`src/rtl/muldiv_unit.sv`:
```
// muldiv_unit: iterative multiply/divide unit for the EX stage.
// One operation at a time: a sign-stripping PREP cycle, XLEN single-bit
// CALC cycles (shift-add multiply or restoring divide), then a FIX cycle
// that restores signs and selects the result. Divide-by-zero and signed
// overflow finish immediately. All outputs come straight from flops.
module muldiv_unit #(
    parameter int XLEN = 32
) (
    input  logic            clk_i,
    input  logic            rst_i,
    input  logic            start_i,
    input  logic [2:0]      funct3_i,
    input  logic [XLEN-1:0] operand_a_i,
    input  logic [XLEN-1:0] operand_b_i,
    input  logic            flush_i,
    output logic            busy_o,
    output logic            done_o,
    output logic [XLEN-1:0] result_o
);

    localparam int ACC_W = 2 * XLEN;
    localparam int CNT_W = $clog2(XLEN);
    localparam logic [CNT_W-1:0] CNT_LAST = CNT_W'(XLEN - 1);
    localparam logic [CNT_W-1:0] CNT_ZERO = {CNT_W{1'b0}};
    localparam logic [XLEN-1:0]  XZERO    = {XLEN{1'b0}};
    localparam logic [XLEN-1:0]  XONES    = {XLEN{1'b1}};
    localparam logic [XLEN-1:0]  XMIN     = {1'b1, {(XLEN-1){1'b0}}};
    localparam logic [ACC_W-1:0] AZERO    = {ACC_W{1'b0}};

    typedef enum logic [2:0] {
        S_IDLE = 3'd0,
        S_PREP = 3'd1,
        S_CALC = 3'd2,
        S_FIX  = 3'd3,
        S_DONE = 3'd4
    } state_t;

    // Two's complement negation of an XLEN-bit value (wraps for the minimum).
    function automatic logic [XLEN-1:0] neg_x(input logic [XLEN-1:0] v);
        return ~v + {{(XLEN-1){1'b0}}, 1'b1};
    endfunction

    // Two's complement negation of a full double-width product.
    function automatic logic [ACC_W-1:0] neg_acc(input logic [ACC_W-1:0] v);
        return ~v + {{(ACC_W-1){1'b0}}, 1'b1};
    endfunction

    // rs1 is signed for MUL, MULH, MULHSU, DIV, REM.
    function automatic logic a_is_signed(input logic [2:0] f3);
        logic r;
        case (f3)
            3'b000, 3'b001, 3'b010: r = 1'b1;
            3'b100, 3'b110:         r = 1'b1;
            default:                r = 1'b0;
        endcase
        return r;
    endfunction

    // rs2 is signed for MUL, MULH, DIV, REM.
    function automatic logic b_is_signed(input logic [2:0] f3);
        logic r;
        case (f3)
            3'b000, 3'b001:  r = 1'b1;
            3'b100, 3'b110:  r = 1'b1;
            default:         r = 1'b0;
        endcase
        return r;
    endfunction

    state_t             state_q, state_d;
    logic [2:0]         op_q, op_d;
    logic [XLEN-1:0]    a_q, a_d;
    logic [XLEN-1:0]    b_q, b_d;
    logic               neg_res_q, neg_res_d;
    logic               neg_rem_q, neg_rem_d;
    logic [ACC_W-1:0]   acc_q, acc_d;
    logic [CNT_W-1:0]   cnt_q, cnt_d;
    logic [XLEN-1:0]    result_q, result_d;
    logic               busy_q, busy_d;
    logic               done_q, done_d;

    // Datapath helpers
    logic               is_div_s;
    logic               a_neg_s, b_neg_s;
    logic [XLEN-1:0]    a_mag_s, b_mag_s;
    logic [XLEN:0]      mul_sum_s;
    logic [ACC_W-1:0]   mul_step_s;
    logic [XLEN:0]      div_shift_s;
    logic [XLEN:0]      div_diff_s;
    logic [ACC_W-1:0]   div_step_s;
    logic [ACC_W-1:0]   prod_s;
    logic [XLEN-1:0]    quot_s, rem_s;
    logic [XLEN-1:0]    fix_res_s;
    logic               in_zero_s, in_ovf_s, in_special_s;
    logic [XLEN-1:0]    special_res_s;

    assign is_div_s = op_q[2];

    // Magnitudes of the latched operands, used in PREP.
    assign a_neg_s = a_is_signed(op_q) & a_q[XLEN-1];
    assign b_neg_s = b_is_signed(op_q) & b_q[XLEN-1];
    assign a_mag_s = a_neg_s ? neg_x(a_q) : a_q;
    assign b_mag_s = b_neg_s ? neg_x(b_q) : b_q;

    // Multiply step: acc = {partial high, remaining multiplier bits}.
    assign mul_sum_s  = {1'b0, acc_q[ACC_W-1:XLEN]}
                      + (acc_q[0] ? {1'b0, a_q} : {(XLEN+1){1'b0}});
    assign mul_step_s = {mul_sum_s, acc_q[XLEN-1:1]};

    // Restoring divide step: acc = {partial remainder, dividend/quotient bits}.
    assign div_shift_s = {acc_q[ACC_W-1:XLEN], acc_q[XLEN-1]};
    assign div_diff_s  = div_shift_s - {1'b0, b_q};
    assign div_step_s  = div_diff_s[XLEN]
                       ? {div_shift_s[XLEN-1:0], acc_q[XLEN-2:0], 1'b0}
                       : {div_diff_s[XLEN-1:0],  acc_q[XLEN-2:0], 1'b1};

    // Sign correction applied in FIX.
    assign prod_s = neg_res_q ? neg_acc(acc_q) : acc_q;
    assign quot_s = neg_res_q ? neg_x(acc_q[XLEN-1:0]) : acc_q[XLEN-1:0];
    assign rem_s  = neg_rem_q ? neg_x(acc_q[ACC_W-1:XLEN]) : acc_q[ACC_W-1:XLEN];

    // Early-exit detection on the incoming request.
    assign in_zero_s    = funct3_i[2] & (operand_b_i == XZERO);
    assign in_ovf_s     = funct3_i[2] & ~funct3_i[0]
                        & (operand_a_i == XMIN) & (operand_b_i == XONES);
    assign in_special_s = in_zero_s | in_ovf_s;

    // Result of a divide-by-zero or signed-overflow request.
    always_comb begin
        special_res_s = XZERO;
        if (in_zero_s) begin
            special_res_s = funct3_i[1] ? operand_a_i : XONES;
        end else begin
            special_res_s = funct3_i[1] ? XZERO : operand_a_i;
        end
    end

    // Select the final result from the corrected product/quotient/remainder.
    always_comb begin
        fix_res_s = XZERO;
        case (op_q)
            3'b000:                 fix_res_s = prod_s[XLEN-1:0];
            3'b001, 3'b010, 3'b011: fix_res_s = prod_s[ACC_W-1:XLEN];
            3'b100, 3'b101:         fix_res_s = quot_s;
            3'b110, 3'b111:         fix_res_s = rem_s;
            default:                fix_res_s = XZERO;
        endcase
    end

    // Next-state and datapath control; FLUSH overrides everything at the end.
    always_comb begin
        state_d   = state_q;
        op_d      = op_q;
        a_d       = a_q;
        b_d       = b_q;
        neg_res_d = neg_res_q;
        neg_rem_d = neg_rem_q;
        acc_d     = acc_q;
        cnt_d     = cnt_q;
        result_d  = result_q;

        case (state_q)
            S_IDLE, S_DONE: begin
                if (start_i) begin
                    op_d      = funct3_i;
                    a_d       = operand_a_i;
                    b_d       = operand_b_i;
                    neg_res_d = 1'b0;
                    neg_rem_d = 1'b0;
                    acc_d     = AZERO;
                    cnt_d     = CNT_ZERO;
                    if (in_special_s) begin
                        result_d = special_res_s;
                        state_d  = S_DONE;
                    end else begin
                        state_d  = S_PREP;
                    end
                end else begin
                    state_d = S_IDLE;
                end
            end
            S_PREP: begin
                a_d       = a_mag_s;
                b_d       = b_mag_s;
                neg_res_d = a_neg_s ^ b_neg_s;
                neg_rem_d = a_neg_s;
                acc_d     = is_div_s ? {XZERO, a_mag_s} : {XZERO, b_mag_s};
                cnt_d     = CNT_LAST;
                state_d   = S_CALC;
            end
            S_CALC: begin
                acc_d = is_div_s ? div_step_s : mul_step_s;
                if (cnt_q == CNT_ZERO) begin
                    state_d = S_FIX;
                end else begin
                    cnt_d = cnt_q - {{(CNT_W-1){1'b0}}, 1'b1};
                end
            end
            S_FIX: begin
                result_d = fix_res_s;
                state_d  = S_DONE;
            end
            default: begin
                state_d = S_IDLE;
            end
        endcase

        if (flush_i) begin
            state_d  = S_IDLE;
            result_d = result_q;
        end else begin
            state_d  = state_d;
        end
    end

    // Registered status flags derived from the upcoming state.
    always_comb begin
        busy_d = 1'b0;
        done_d = 1'b0;
        case (state_d)
            S_PREP, S_CALC, S_FIX: busy_d = 1'b1;
            S_DONE:                done_d = 1'b1;
            default: begin
                busy_d = 1'b0;
                done_d = 1'b0;
            end
        endcase
    end

    // State, datapath and output registers with asynchronous reset.
    always_ff @(posedge clk_i or posedge rst_i) begin
        if (rst_i) begin
            state_q   <= S_IDLE;
            op_q      <= 3'b000;
            a_q       <= XZERO;
            b_q       <= XZERO;
            neg_res_q <= 1'b0;
            neg_rem_q <= 1'b0;
            acc_q     <= AZERO;
            cnt_q     <= CNT_ZERO;
            result_q  <= XZERO;
            busy_q    <= 1'b0;
            done_q    <= 1'b0;
        end else begin
            state_q   <= state_d;
            op_q      <= op_d;
            a_q       <= a_d;
            b_q       <= b_d;
            neg_res_q <= neg_res_d;
            neg_rem_q <= neg_rem_d;
            acc_q     <= acc_d;
            cnt_q     <= cnt_d;
            result_q  <= result_d;
            busy_q    <= busy_d;
            done_q    <= done_d;
        end
    end

    assign busy_o   = busy_q;
    assign done_o   = done_q;
    assign result_o = result_q;

endmodule

```
`config.mk`:
```
export PLATFORM = sky130hd
export DESIGN_NAME = muldiv_unit
export DESIGN_NICKNAME = d
export VERILOG_FILES = /design/src/rtl/muldiv_unit.sv
export SDC_FILE = /design/constraint.sdc
export NUM_CORES = 1
export LEC_CHECK = 0
export ABC_AREA = 1
export CAP_MARGIN = 40
export CORE_ASPECT_RATIO = 1.4
export CORE_UTILIZATION = 40
export DETAILED_ROUTE_END_ITERATION = 10
export PLACE_DENSITY = 0.59
export RECOVER_POWER = 50
export SETUP_SLACK_MARGIN = 0.2
export SLEW_MARGIN = 40
export SYNTH_ARGS = -nofsm -noshare
export SYNTH_HDL_FRONTEND = slang
export SYNTH_SLANG_ARGS = --single-unit
```
`constraint.sdc`:
```
create_clock -name clk_i -period 6.3 [get_ports clk_i]
set_input_delay 1.26 -clock clk_i [delete_from_list [all_inputs] [get_ports clk_i]]
set_output_delay 1.26 -clock clk_i [all_outputs]
set_load 0.005 [all_outputs]
```
== Word level (Yosys, flattened, before mapping) ==
Cells that the tools add are included.
Storage, ports and cells
  ROM bits: 0
  bits in latches: 0
  register bits after elaboration: 175
  bits of input ports: 71
  RAM bits: 0
  memories: 0
  output and inout port bits: 34
Cells by class
  bitwise gates (word level): 15
  mux-type cells: 37
  order comparisons: 0
  multipliers: 0
  shift operators: 0
  $add $sub $neg: 8
  reduce and logical (&&, ||, !) cells: 19
  div/mod/pow operators: 0
  eq/ne operators: 20
Operators by type and width (count)
  $mux 32: 13
  $mux 64: 4
  $pmux 32 s2: 3
  $pmux 64 s3: 1
  $add 32x1->32 const B: 4
  $not 32->32: 4
  $pmux 32 s4: 1
  $add 64x1->64 const B: 1
  $eq 32x32->1 const B: 2
  $not 64->64: 1
  $add 32x32->33: 1
  $sub 33x32->33: 1
  $logic_not 32->1: 1
  $eq 3x2->1 const B: 6
  $eq 3x3->1 const B: 6
  $pmux 5 s3: 1
  $mux 3: 4
  $pmux 3 s4: 1
  $mux 5: 2
  $eq 3x1->1 const B: 3
  $and 1x1->1: 6
  $logic_not 3->1: 2
  $ne 2x2->1 const B: 3
  $reduce_and 2->1: 3
  15 further kinds: 25

== Logic depth before layout (Yosys ltp) ==
Gate-level depths: netlist (run 1).
  word-level depth: 12
  gate-level depth with buffers: 20
  mapped depth without buffers: 20

== Least setup slack after synthesis (run 1) ==
Ideal clock, no wire load.
  path kind: input to register
  start point: input port operand_b_i[14]
  end point: register result_q[30] (netlist: result_o[30])
  buffers on the path: 1
  stages: 12
  data arrival time: 2.471 ns
  setup time: 0.066 ns
  path slack: 3.763 ns
  data required time: 6.234 ns
  cell sequence: nor2_1 -> nand3_1 -> nor3_1 -> nand2_1 -> nor2_1 -> nand2_1 -> nand3_1 -> nand3_1 -> clkbuf_1 -> a21oi_1 -> nand2_1 -> nand2_1
Between the ends
  longest elaborated chain between the ends: 6
  elaborated cells between the ends (all ways): 11
  classes of those cells: 2 x eq/ne; 4 x mux; 3 x bitwise; 2 x reduce/logical
RTL lines
  start, declared: RTL line 14  | input logic [XLEN-1:0] operand_b_i,
  $logic_not 32->1: RTL line 123  | assign in_zero_s = funct3_i[2] & (operand_b_i == XZERO);
  $and 1x1->1: RTL line 123
  $mux 32: RTL line 131  | if (in_zero_s) begin
  $mux 32: RTL line 172  | if (in_special_s) begin
  $mux 32: RTL line 164  | if (start_i) begin
  $pmux 32 s2: RTL line 162  | case (state_q)
  end signal, assigned: RTL line 253  | result_q <= result_d;
  end, declared: RTL line 78  | logic [XLEN-1:0] result_q, result_d;
Parallel ways exist; a longest one is shown, timed or not. The select of a mux whose other input is x is not followed.
A chain may end at the register's enable or synchronous reset.

== Worst setup path in the final report (run 1) ==
  start point: input port start_i
  end point: register a_q[1]
Between the ends
  longest elaborated chain between the ends: 2
RTL lines
  start, declared: RTL line 11  | input logic start_i,
  $ne 2x2->1 (no line)
  $reduce_and 2->1 (no line)
  end signal, assigned: RTL line 235  | a_q <= XZERO;
  end signal, assigned: RTL line 247  | a_q <= a_d;
  end, declared: RTL line 72  | logic [XLEN-1:0] a_q, a_d;
No other way between the ends.

==> results.json, run 1 <==
{
  "outcome": "finished, violations left",
  "failed_checks": "max-capacitance violations, max-slew violations",
  "insertion_delay_ns": 0.48,
  "async_reset_ff_share_pct": 100.0,
  "cts.path.max_buffers": 2,
  "postSynthCellCount": 3527,
  "clock_skew_ns": 0.01836,
  "synth-adder-area-share_pct": 4.590,
  "grt_busiest_layer": "met2",
  "min-delay-path-class": "reg -> reg",
  "grt_max_degree": 92,
  "detail_route.wl_per_cell_um": 21.28,
  "initial_core_utilization_pct": 40.61,
  "grt-ovfl-total": 0,
  "synth_seq_cells": 175,
  "gp_congestion": 1.001,
  "grt_pass1_wl_um": 132100,
  "synth.area.mux_share_pct": 0,
  "worstSetupPathType": "in -> reg",
  "globalRouteMet3Util_pct": 3.543,
  "cp_data_required_time_ns": 6.61,
  "timing.reg2reg.worst_path_depth": 11,
  "cell_chain_of_the_critical_path": "dlygate4sd3_1 -> inv_1 -> nor2_2 -> clkbuf_1 -> inv_1 -> buf_4 -> nand2_1 -> buf_4 -> inv_2 -> nand2_1 -> o221ai_1",
  "synth_xor_xnor_area_share_pct": 3.380,
  "clock-sinks": 175,
  "globalRouteTotalUtil_pct": 34.90,
  "ctsResizeCount": 0,
  "antenna_cells_inserted": 0,
  "final_hold_violation_count": 0,
  "antenna_found_initial": 0,
  "routed_wl_um": 89310,
  "ioPinCount": 105,
  "vdd_ir_drop_max_v": 0.0002369,
  "timing.critical_path.to_type": "flop",
  "m1_gr_usage_pct": 41.42,
  "totalNegativeSetupSlack_ns": 0,
  "max_stage_delay_ns": 0.91,
  "worst-path-stages": 11,
  "leakagePower_uw": 0.01141,
  "synth_flop_cell": "dfrtp_1",
  "num_rows": 96,
  "timing_max_transition_violations_final": 86,
  "path_clk_slew_ns": 0.09,
  "core_sq_mm": 0.04913,
  "floorplan.die.height_um": 266.3,
  "count_of_buffer_and_inverter_cells_on_the_critical_path": 7,
  "final_net_count": 3689,
  "drt-pass1-iter-count": 8,
  "postCtsHoldBufs": 0,
  "layout-drive-gt1-share_pct": 3.512,
  "synth_area_in_compound_gates_pct": 14.42,
  "min_period_ns": 4.386,
  "synth_area_leader_cell": "nand2_1",
  "slew-limit-headroom_pct": -49.41,
  "synth.yosys.seq_area_share_pct": 21.95,
  "cts_tree": "done",
  "route.detailed.vias_per_inst": 5.587,
  "fin_total_pwr_uw": 7768,
  "min_path_cells": 2,
  "first_global_vias": 21710,
  "area_growth_syn_to_layout_pct": 10.75,
  "timing.critical_path.slowest_stage_cell": "clkbuf_1",
  "synth_area_leaders": "nand2_1 (23%), dfrtp_1 (22%), inv_1 (9.2%)",
  "detailroute.via_count": 23440,
  "yosys.area_share.simple_pct": 43.52,
  "timing.fmax_ghz": 0.2280,
  "mappedNetlistNets": 3670,
  "cts_setup_buffers": 0,
  "path_delay_family": "buffers and inverters",
  "floorplan.die_area_sq_mm": 0.05079,
  "worst-endpoint-arrival_ns": 4.70,
  "setup_viol": 0,
  "cap_violations": 1,
  "cts_made_buffers": 17,
  "worst-path-max-fanout": 57,
  "power-per-cell-area_mw_per_mm2": 351.5,
  "timing_worst_slew_pin_value_ns": 2.241,
  "synth.yosys.warnings": 0,
  "number_of_enable_flip_flop_cells_after_synthesis": 0,
  "detail_route.drc_violations": 0,
  "avgSynthCellArea_sq_um": 5.657,
  "detailedPlacementHpwl_um": 70260,
  "rsz0062_at_grt": "no",
  "synth_top_family_by_area": "simple AND/OR/NAND/NOR gates",
  "numPortBuffers": 104,
  "period_share_pct": 69.61,
  "drt_first_iter_violations": 2249,
  "syn-cell-area_sq_mm": 0.01995,
  "post-synth-top-area-fraction_pct": 22.71,
  "clock-root-buffer": "clkbuf_16",
  "number_of_routed_nets_with_antenna_violations": 0,
  "startpoint_type": "input port",
  "post_synth_num_cell_types": 49,
  "die_w_um": 190.8,
  "gr-usage-met2_pct": 57.86,
  "htreeDepth": 4
}
==> placed cells by master (no fill, tap or decap), types with 5 or more instances in the layout <==
master,instances
nor2_1,364
dfrtp_1,173
clkdlybuf4s50_1,91
nand3b_1,10
dlygate4sd3_1,13
a21boi_1,5
nor3_2,8
ha_1,70
a31oi_1,6
inv_1,485
o21bai_1,8
nand2_1,1207
inv_2,10
or2_2,14
o21ai_1,6
buf_4,24
nand4_1,53
a21o_1,5
o211ai_1,35
nand3_1,361
xor2_1,63
o221ai_1,58
xnor2_1,14
nor2_2,13
o21ai_0,177
nand2_2,7
clkinv_8,7
a21oi_1,169
nor4_1,5
clkbuf_16,17
nor3_1,27
==> registers in the layout, summed over array words and instances (netlist names) <==
signal,flops
acc_q,64
a_q,32
b_q,32
result_o,32
cnt_q,5
op_q,3
state_q,3
busy_o,1
done_o,1
neg_rem_q,1
neg_res_q,1
==> synthesized netlist by cell type, drive strengths merged (2+ instances only) <==
library cell and number:
nand2 1216, inv 497, nor2 380, nand3 364, o21ai 185, dfrtp 175
a21oi 169, clkbuf 80, ha 70, xor2 63, o221ai 58, nand4 53
buf 50, nor3 36, o211ai 35, or2 16, xnor2 14, nand3b 10
o21bai 8, a21boi 7, a31oi 6, a21o 5, nor4 5, o21a 4
o22ai 4, a22oi 3, and2 2, clkinv 2, fa 2, o2111ai 2
o311ai 2
==> worst register-to-register path, cell delays in order, from the launching register on <==
cell      delay (ns)
dfrtp_1         0.42
nor2_1          0.15
inv_1           0.11
nor2_2          0.08
clkbuf_1        0.91
inv_1           0.10
buf_4           0.38
nand2_1         0.15
buf_4           0.47
inv_2           0.40
nand2_1         0.16
o221ai_1        0.13
==> power breakdown <==
group / total, uW / switching (uW) / internal, uW / leakage, uW
logic: 4630 / 3210 / 1430 / 0.00887
registers: 1980 / 546 / 1430 / 0.00224
clock network: 1160 / 608 / 547 / 0.000302
total: 7770 / 4360 / 3410 / 0.0114
==> area by class of cell <==
cell class	count	area (sq um)
fillers	5525	27030
multi-input cells	2723	13180
flip-flops and latches	175	4382
inverters	499	1882
repair buffers	130	1230
well taps	637	797.0
clock buffers	17	425.4
clock inverters	15	203.9
==> worst paths after layout <==
path	from	end	slack [ns]
max in group asynchronous	rst_i	result_o[19]	2.21
hold reg to reg	result_o[6]	result_o[6]	0.48
setup reg to reg	state_q[0]	a_q[1]	2.69
min in group asynchronous	rst_i	acc_q[55]	1.36
setup / recovery	start_i	a_q[1]	1.91
hold / removal	result_o[6]	result_o[6]	0.48
==> per-stage QoR <==
stage	utilization (%)	worst slack, ns	hold slack [ns]	cell area, sq um	cells
floorplan	-	0.2948	0.4590	19950	3527
global placement	43.74	2.031	0.4645	21490	4164
detailed placement	43.74	2.275	0.4672	21490	4164
CTS	45.02	2.744	0.4910	22120	4196
global route	44.98	1.719	0.5095	22100	4196
finish	44.98	1.914	0.4807	22100	4196
==> cells by family (layout without fill, tap and decap cells) <==
group	after synthesis	after routing
compound gates	491	491
xor+xnor	77	77
fa+ha+maj	72	72
buf+inv	629	661
flops	175	175
simple gates	2083	2083
==> metal layers <==
layer / routed length [um] / part of all wire (%)
met1: 34440 / 39
met2: 42430 / 48
met5: 0 / 0
met4: 7235 / 8.1
met3: 5211 / 5.8
No activity file was read; power rests on OpenSTA's default activity.
==> run 2: changes to the inputs <==
--- a/config.mk
+++ b/config.mk
@@ -10,7 +10,7 @@
 export CORE_ASPECT_RATIO = 1.4
 export CORE_UTILIZATION = 40
 export DETAILED_ROUTE_END_ITERATION = 10
-export PLACE_DENSITY = 0.59
+export PLACE_DENSITY = 0.57
 export RECOVER_POWER = 50
 export SETUP_SLACK_MARGIN = 0.2
 export SLEW_MARGIN = 40
==> constraint.sdc (replaced) <==
create_clock -name clk_i -period 4.6 [get_ports clk_i]
set_input_delay 0.92 -clock clk_i [delete_from_list [all_inputs] [get_ports clk_i]]
set_output_delay 0.92 -clock clk_i [all_outputs]
set_load 0.005 [all_outputs]
==> results.json, run 2 (synthesis results as in run 1) <==
{
  "utilization_pct": 45.15,
  "cp_data_required_time_ns": 4.94,
  "min-delay-path-class": "reg -> reg",
  "dp_worst_setup_slack_ns": 1.094,
  "cell_chain_of_the_critical_path": "dlygate4sd3_1 -> inv_1 -> nor2_1 -> clkbuf_1 -> nor2_4 -> inv_2 -> nand2_1 -> nor2_1 -> a22oi_1",
  "number_of_routed_nets_with_antenna_violations": 0,
  "final_net_count": 3700,
  "timing.critical_path.slowest_stage_cell": "nor2_1",
  "initial_core_utilization_pct": 40.61,
  "timing.fmax_ghz": 0.2790,
  "layout.cells.most_common": "nand2_1",
  "setup_viol": 0,
  "failed_checks": "max-capacitance violations, max-slew violations",
  "path_common_cell": "nor2_1",
  "largest_reg_by_ff_count": "acc_q",
  "path_clk_slew_ns": 0.08,
  "power-per-cell-area_mw_per_mm2": 493.3,
  "clock_skew_ns": 0.02266,
  "fin_ws_ns": 1.015,
  "grt-ovfl-total": 0,
  "floorplan.die.height_um": 266.3,
  "antenna_cells_inserted": 0,
  "clock-root-buffer": "clkbuf_16",
  "worst-path-max-fanout": 30,
  "ioPinCount": 105,
  "cts_tree": "done",
  "antenna_found_initial": 0,
  "worstSetupPathType": "in -> reg",
  "ctsResizeCount": 0,
  "worst-endpoint-arrival_ns": 3.92,
  "timing.reg2reg.worst_path_depth": 13,
  "drt-pass1-iter-count": 7,
  "numPortBuffers": 104,
  "worstSetupStartpoint": "start_i",
  "drt_first_iter_violations": 2718,
  "detail_route.wl_per_cell_um": 23.81,
  "leakagePower_uw": 0.01147,
  "outcome": "finished, violations left",
  "route.detailed.vias_per_inst": 5.698,
  "totalNegativeSetupSlack_ns": 0,
  "detailroute.via_count": 23970,
  "share_seq_of_total_power_pct": 25.1,
  "floorplan.die_area_sq_mm": 0.05079,
  "cts_made_buffers": 17,
  "insertion_delay_ns": 0.48,
  "timing.critical_path.to_type": "flop",
  "cts.path.max_buffers": 2,
  "clock-sinks": 175,
  "largest_reg_flops": 64,
  "cts_setup_buffers": 0,
  "area_growth_syn_to_layout_pct": 11.17,
  "startpoint_of_the_worst_slack_reg_to_reg_timing_path": "acc_q[0]",
  "max_stage_delay_ns": 0.76,
  "routed_wl_um": 100200,
  "core_sq_mm": 0.04913,
  "timing_max_transition_violations_final": 29,
  "startpoint_type": "input port",
  "postCtsHoldBufs": 0,
  "most-common-layout-cells": "nand2_1 (1,207), inv_1 (485), nor2_1 (365)",
  "cell_internal_pwr_uw": 4775,
  "power_frac_comb_pct": 60.3,
  "vdd_ir_drop_max_v": 0.0002971,
  "cap_violations": 1,
  "detail_route.drc_violations": 0,
  "gp_congestion": 1.026,
  "htreeDepth": 4,
  "num_rows": 96,
  "rsz0062_at_grt": "no",
  "min_period_ns": 3.585,
  "period_share_pct": 77.93,
  "destination_of_the_worst_register_to_register_timing_path": "result_o[4]",
  "globalRouteTotalUtil_pct": 39.45,
  "detailedPlacementHpwl_um": 80700,
  "layout.area.seq_sq_mm": 0.004382,
  "regToRegSetupSlack_ns": 1.22,
  "first_global_vias": 22770,
  "crit_path_end": "cnt_q[3]",
  "final_hold_violation_count": 0,
  "die_w_um": 190.8,
  "grt_max_degree": 87,
  "power_frac_clock_pct": 14.6,
  "grt_pass1_wl_um": 145800,
  "slew-limit-headroom_pct": -8.444,
  "n_fill_cell": 5444,
  "p_switching_uw": 6168,
  "p_sw_share_pct": 56.37,
  "multi_input_gate_area_sq_mm": 0.01318,
  "timing_worst_slew_pin_value_ns": 1.627,
  "layout-drive-gt1-share_pct": 3.725
}
## run 2: metal layers
metal	up-vias	track usage, %	share of wire (%)
met2	1121	66.33	48
met4	0	33.12	9.5
met3	278	4.847	5.7
met5	-	0	0
met1	11160	44.14	37
li1	11410	-	-
## run 2: how the worst min path moves through the flow
stage                            start           end  depth (start not counted)
after global placement    result_o[26]  result_o[26]                          2
after global routing      result_o[23]  result_o[23]                          2
after CTS                 result_o[12]  result_o[12]                          2
after floorplan                b_q[31]       b_q[31]                          2
after detailed placement  result_o[12]  result_o[12]                          2
final                     result_o[24]  result_o[24]                          2
## run 2: cell type report
| cell class | instances | area share (%) |
|---|---|---|
| repair buffers | 141 | 6.013 |
| multi-input cells | 2723 | 59.43 |
| clock inverters | 14 | 0.8180 |
| flip-flops and latches | 175 | 19.76 |
| inverters | 499 | 8.456 |
| clock buffers | 18 | 1.935 |
| well taps | 637 | 3.593 |
## run 2: worst max-delay path: cells and delay by family
kind                   cells  cell delay, ns
and+or+nand+nor            4            1.48
buffers and inverters      4            1.40
AOI/OAI and AO/OA          1            0.12
## run 2: power groups by stage
stage                     Combinational, uW  Sequential (uW)  Clock [uW]
after detailed placement               6470             2750           0
after CTS                              6490             2720        1610
after global placement                 6440             2740           0
after global routing                   7220             2780        1650
after floorplan                        4360             2350           0
final                                  6600             2750        1590
## run 2: through the flow
stage                     instances  area [sq um]  hold slack, ns  total power (uW)
final                          4207         22180          0.4814             10940
after global routing           4207         22180          0.5129             11660
after CTS                      4207         22200          0.4854             10820
after detailed placement       4175         21590          0.4641              9214
after global placement         4175         21580          0.4624              9178
after floorplan                3527         19960          0.4590              6705
